`src/rtl/ann_backprop_update_pkg.sv`:
```
// ann_backprop_update_pkg: shared state encoding and default width for the backprop update block
package ann_backprop_update_pkg;
  localparam int DEFAULT_WIDTH = 32;
  typedef enum logic [3:0] {
    IDLE,
    S_X,
    S_Z,
    S_U,
    S_E,
    S_K,
    S_KA,
    S_KB,
    DONE
  } state_t;
endpackage

```
`src/rtl/ann_backprop_update_mul.sv`:
```
// ann_mul_unit: combinational signed multiplier keeping the low WIDTH bits of the product
module ann_mul_unit #(
  parameter int WIDTH = 32
) (
  input  logic signed [WIDTH-1:0] a,
  input  logic signed [WIDTH-1:0] b,
  output logic        [WIDTH-1:0] p
);
  assign p = a * b;
endmodule

```
`src/rtl/ann_backprop_update.sv`:
```
// ann_backprop_update: multi-cycle forward recompute and gradient weight update using one shared multiplier
module ann_backprop_update
  import ann_backprop_update_pkg::*;
#(
  parameter int WIDTH    = DEFAULT_WIDTH,
  parameter int LR_SHIFT = 4
) (
  input  logic             clk,
  input  logic             reset,
  input  logic             in_valid,
  output logic             in_ready,
  input  logic [WIDTH-1:0] a_in,
  input  logic [WIDTH-1:0] b_in,
  input  logic [WIDTH-1:0] target,
  input  logic [WIDTH-1:0] w1_in,
  input  logic [WIDTH-1:0] w2_in,
  input  logic [WIDTH-1:0] w3_in,
  output logic             out_valid,
  input  logic             out_ready,
  output logic [WIDTH-1:0] y_out,
  output logic [WIDTH-1:0] err_out,
  output logic [WIDTH-1:0] w1_new,
  output logic [WIDTH-1:0] w2_new,
  output logic [WIDTH-1:0] w3_new
);
  state_t state_q, state_d;
  logic signed [WIDTH-1:0] a_q, a_d, b_q, b_d, t_q, t_d;
  logic signed [WIDTH-1:0] w1_q, w1_d, w2_q, w2_d, w3_q, w3_d;
  logic signed [WIDTH-1:0] x_q, x_d, g_q, g_d, u_q, u_d;
  logic signed [WIDTH-1:0] y_q, y_d, e_q, e_d, eg_q, eg_d;
  logic signed [WIDTH-1:0] k_q, k_d, ka_q, ka_d;
  logic signed [WIDTH-1:0] yo_q, yo_d, eo_q, eo_d;
  logic signed [WIDTH-1:0] w1n_q, w1n_d, w2n_q, w2n_d, w3n_q, w3n_d;
  logic signed [WIDTH-1:0] op_a, op_b, prod, y_now, e_now;

  assign y_now = u_q + g_q;
  assign e_now = t_q - y_now;

  ann_mul_unit #(.WIDTH(WIDTH)) u_mul (
    .a(op_a),
    .b(op_b),
    .p(prod)
  );

  // Operand select for the shared multiplier, decided purely by state; idle states feed zeros
  always_comb begin
    op_a = '0;
    op_b = '0;
    case (state_q)
      S_X:     begin op_a = a_q;   op_b = w1_q;        end
      S_Z:     begin op_a = b_q;   op_b = w2_q;        end
      S_U:     begin op_a = g_q;   op_b = w3_q;        end
      S_E:     begin op_a = e_now; op_b = g_q;         end
      S_K:     begin op_a = e_q;   op_b = w3_q + 1'b1; end
      S_KA:    begin op_a = k_q;   op_b = a_q;         end
      S_KB:    begin op_a = k_q;   op_b = b_q;         end
      default: begin op_a = '0;    op_b = '0;          end
    endcase
  end

  // Next-state and datapath register updates, one product captured per state
  always_comb begin
    state_d = state_q;
    a_d = a_q; b_d = b_q; t_d = t_q;
    w1_d = w1_q; w2_d = w2_q; w3_d = w3_q;
    x_d = x_q; g_d = g_q; u_d = u_q;
    y_d = y_q; e_d = e_q; eg_d = eg_q;
    k_d = k_q; ka_d = ka_q;
    yo_d = yo_q; eo_d = eo_q;
    w1n_d = w1n_q; w2n_d = w2n_q; w3n_d = w3n_q;
    case (state_q)
      IDLE: if (in_valid) begin
        a_d = a_in; b_d = b_in; t_d = target;
        w1_d = w1_in; w2_d = w2_in; w3_d = w3_in;
        state_d = S_X;
      end
      S_X: begin x_d = prod; state_d = S_Z; end
      S_Z: begin g_d = x_q + prod; state_d = S_U; end
      S_U: begin u_d = prod; state_d = S_E; end
      S_E: begin y_d = y_now; e_d = e_now; eg_d = prod; state_d = S_K; end
      S_K: begin k_d = prod; state_d = S_KA; end
      S_KA: begin ka_d = prod; state_d = S_KB; end
      S_KB: begin
        w1n_d = w1_q + (ka_q >>> LR_SHIFT);
        w2n_d = w2_q + (prod >>> LR_SHIFT);
        w3n_d = w3_q + (eg_q >>> LR_SHIFT);
        yo_d = y_q;
        eo_d = e_q;
        state_d = DONE;
      end
      DONE: state_d = out_ready ? IDLE : DONE;
      default: state_d = IDLE;
    endcase
  end

  // State and data registers with synchronous clear
  always_ff @(posedge clk) begin
    if (reset) begin
      state_q <= IDLE;
      a_q <= '0; b_q <= '0; t_q <= '0;
      w1_q <= '0; w2_q <= '0; w3_q <= '0;
      x_q <= '0; g_q <= '0; u_q <= '0;
      y_q <= '0; e_q <= '0; eg_q <= '0;
      k_q <= '0; ka_q <= '0;
      yo_q <= '0; eo_q <= '0;
      w1n_q <= '0; w2n_q <= '0; w3n_q <= '0;
    end else begin
      state_q <= state_d;
      a_q <= a_d; b_q <= b_d; t_q <= t_d;
      w1_q <= w1_d; w2_q <= w2_d; w3_q <= w3_d;
      x_q <= x_d; g_q <= g_d; u_q <= u_d;
      y_q <= y_d; e_q <= e_d; eg_q <= eg_d;
      k_q <= k_d; ka_q <= ka_d;
      yo_q <= yo_d; eo_q <= eo_d;
      w1n_q <= w1n_d; w2n_q <= w2n_d; w3n_q <= w3n_d;
    end
  end

  assign in_ready  = state_q == IDLE;
  assign out_valid = state_q == DONE;
  assign y_out     = yo_q;
  assign err_out   = eo_q;
  assign w1_new    = w1n_q;
  assign w2_new    = w2n_q;
  assign w3_new    = w3n_q;
endmodule

```
`config.mk`:
```
export PLATFORM = sky130hd
export DESIGN_NAME = ann_backprop_update
export DESIGN_NICKNAME = d
export VERILOG_FILES = /design/src/rtl/ann_backprop_update_pkg.sv /design/src/rtl/ann_backprop_update_mul.sv /design/src/rtl/ann_backprop_update.sv
export SDC_FILE = /design/constraint.sdc
export NUM_CORES = 2
export LEC_CHECK = 0
export ABC_AREA = 1
export CAP_MARGIN = 20
export CORE_ASPECT_RATIO = 1.1
export CORE_UTILIZATION = 36
export DETAILED_ROUTE_END_ITERATION = 7
export GPL_ROUTABILITY_DRIVEN = 0
export PLACE_DENSITY_LB_ADDON = 0.2
export SLEW_MARGIN = 40
export SYNTH_ARGS = -nofsm -noshare
export SYNTH_HDL_FRONTEND = slang
export SYNTH_SLANG_ARGS = --single-unit
```
`constraint.sdc`:
```
create_clock -name clk -period 15.04 [get_ports clk]
set_input_delay 2.256 -clock clk [delete_from_list [all_inputs] [get_ports clk]]
set_output_delay 2.256 -clock clk [all_outputs]
set_load 0.1 [all_outputs]
```
==> metrics.md <==
| Metric | Value |
|---|---|
| Status | `finished, violations left` |
| Failing checks | `DRC` |
| Fin crit share | `92.83%` |
| Wire per inst | `23.75 um` |
| Vias | `49,187` |
| Area of the multi-input gates | `0.03220 mm^2` |
| Ys flop type | `dfxtp_1` |
| Pwr Total | `5820 uW` |
| Initial Util | `36.29%` |
| Relative slew margins | `30.85%` |
| Hold WC Path Type | `reg -> reg` |
| CTS Hold Bufs | `0` |
| Max-Cap Viols | `0` |
| Layout area overhead | `14.67%` |
| Chip width | `358.0 um` |
| Syn Area/Cell | `7.155 um^2` |
| Fraction of layout cells with a size suffix above 1 | `6.802%` |
| FMAX | `0.07162 GHz` |
| Final min period | `13,960 ps` |
| Post-synthesis instance area | `0.05019 mm^2` |
| #FFs+latches synth | `604` |
| Worst setup EP type | `flop` |
| Pwr dens | `101.1 mW/mm^2` |
| Vias in the first global route | `47,550` |
| Synthesis Warnings | `0` |
| Drc violations | `1` |
| Clock buffer count from CTS | `74` |
| Commonest non-fill, non-tap cell in the layout | `inv_1` |
| Asr flop ratio synth | `0%` |
| Clock Latency Late Sink | `730 ps` |
| Largest net degree at the start of global routing | `161` |
| Die height | `393.6 um` |
| Synth cell types | `63` |
| DRT iter0 DRCs | `5,240` |
| Port buffer count | `357` |
| Total Wirelength | `216,700 um` |
| Register area share after synthesis | `24.09%` |
| DRT Pass-1 Iters | `8` |
| Final setup fails | `0` |
| Initial antenna violation count | `14` |
| Pleak | `0.02840 uW` |
| Clk slew on worst S/H paths | `70 ps` |
| Synth Net Count | `7,964` |
| Nets@finish | `8,198` |
| Final Skew | `101.1 ps` |
| Critical Path RT | `15,640 ps` |
| Unrepaired setup endpoints after global routing | `false` |
| CP Class | `reg -> reg` |
| GRT Overall Usage | `30.15%` |
| DRT antenna net count | `0` |
| Final HPWL DP | `168,400 um` |
| Fill cell count | `14,353` |
| I/O pin cnt | `358` |
| Core ar. | `0.1383 mm^2` |
| Reg area | `0.01209 mm^2` |
| Clock sinks | `604` |
| Root Driver | `clkbuf_16` |
| Most common cell on crit path | `nand2_1` |
| H-tree levels | `3` |
| Crit-path max FO | `11` |
| Final Max Tran Viols | `0` |
| Hold violation count in the final report | `0` |
| Site Rows | `143` |
| GR Overflow Total | `0` |
| Slowest stage delay, CP | `570 ps` |
| Critical-path top delay cell | `fa_1` |
| Die area | `0.1409 mm^2` |
| Peak supply drop | `0.08142 mV` |
| Gate Count Post-Synth | `7,015` |
| Element type at the critical path start | `flop` |
| Max Buffers Root-to-Sink | `3` |
| EDFF count, synth | `0` |
| Post-route setup TNS | `0 ps` |
| Avg Vias per Cell | `5.390` |
| Most frequent cells in the layout | `inv_1, nand2_1, nor2_1` |
| WP data arrival | `14,570 ps` |
| Global-route wire length before repair | `312,500 um` |
| CTS tree | `yes` |
| Slew @ Worst Pin | `1036 ps` |
[area by class of cell]
cell class | instances | area share, %
inverters | 1274 | 8.333
diodes | 6 | 0.02609
multi-input cells | 4839 | 55.95
repair buffers | 456 | 6.239
clock inverters | 35 | 0.9479
well taps | 1812 | 3.939
flip-flops and latches | 604 | 21.01
clock buffers | 99 | 3.554
[path summary, 6_finish.rpt]
kind / startpoint / end / slack (ps) / depth (start not counted)
worst max register to register: u_q[0] / w2_new[31] / 1080 / 64
worst max-delay path: u_q[0] / w2_new[31] / 1080 / 64
worst min register to register: k_q[4] / k_q[4] / 460 / 2
worst min-delay path: k_q[4] / k_q[4] / 460 / 2
[cell usage after synthesis (all sizes together), types with 16 or more instances]
library cell  count  area (um^2)
a21oi           563         2818
inv            1264         4747
xor2            113        989.7
a211oi           20        160.2
o22ai            94        613.1
nand2          1183         4543
nand4            30        187.7
nand3b           21        170.2
nor2            930         3548
fa              414         8288
o21bai           18        135.1
o21ai           606         3055
o211ai           36        270.3
dfxtp           604        12090
clkbuf          225        844.6
a21boi           18        146.4
xnor2            62        543.0
a31oi            22        137.6
buf              73        445.4
o221ai           16        140.1
ha              339         4242
nand3           236         1214
nor3             48        260.3
[what timing repair did]
action                     in CTS  in global routing
setup endpoints to repair       0                  2
resized for setup               0                  1
setup buffers                   0                  1
[report_power, final]
group / switching (uW) / internal, uW
Clock: 817 / 1130
Combinational: 1500 / 580
Sequential: 98.8 / 1700
Total: 2410 / 3410
[metal layers]
layer | track usage [%] | routed length [um]
met1 | 37.54 | 83770
met2 | 46.54 | 95030
met3 | 7.704 | 22200
met4 | 18.28 | 15660
met5 | 0 | 13
[cells by family (layout without fill, tap and decap cells)]
group,count (synthesis),after routing,share of synthesized area (%)
simple gates,2472,2472,20.15
buf+inv,1572,1864,12.10
compound gates,1439,1439,15.64
fa+ha+maj,753,753,24.96
flops,604,604,24.09
xor+xnor,175,175,3.054
other cells,0,6,0
[metrics by stage]
step	hold WS, ps	cell area (um^2)	setup WS [ps]	std cells	util (%)
finish	460.8	57550	1078	9125	41.61
global route	481.6	57550	21.94	9124	41.61
CTS	462.0	57450	1182	9115	41.54
detailed placement	453.5	54860	1224	8981	39.67
global placement	443.1	55610	1276	8979	40.21
floorplan	430.3	50190	3773	7015	-
[critical path: cells and delay by family, from the launching register on]
family / cells / cell delay, ps
simple gates: 31 / 4450
fa+ha+maj: 13 / 5900
flops: 1 / 330
buf+inv: 10 / 950
xor+xnor: 3 / 1030
compound gates: 7 / 1200
Note: power is estimated with default switching activity, not from simulation.
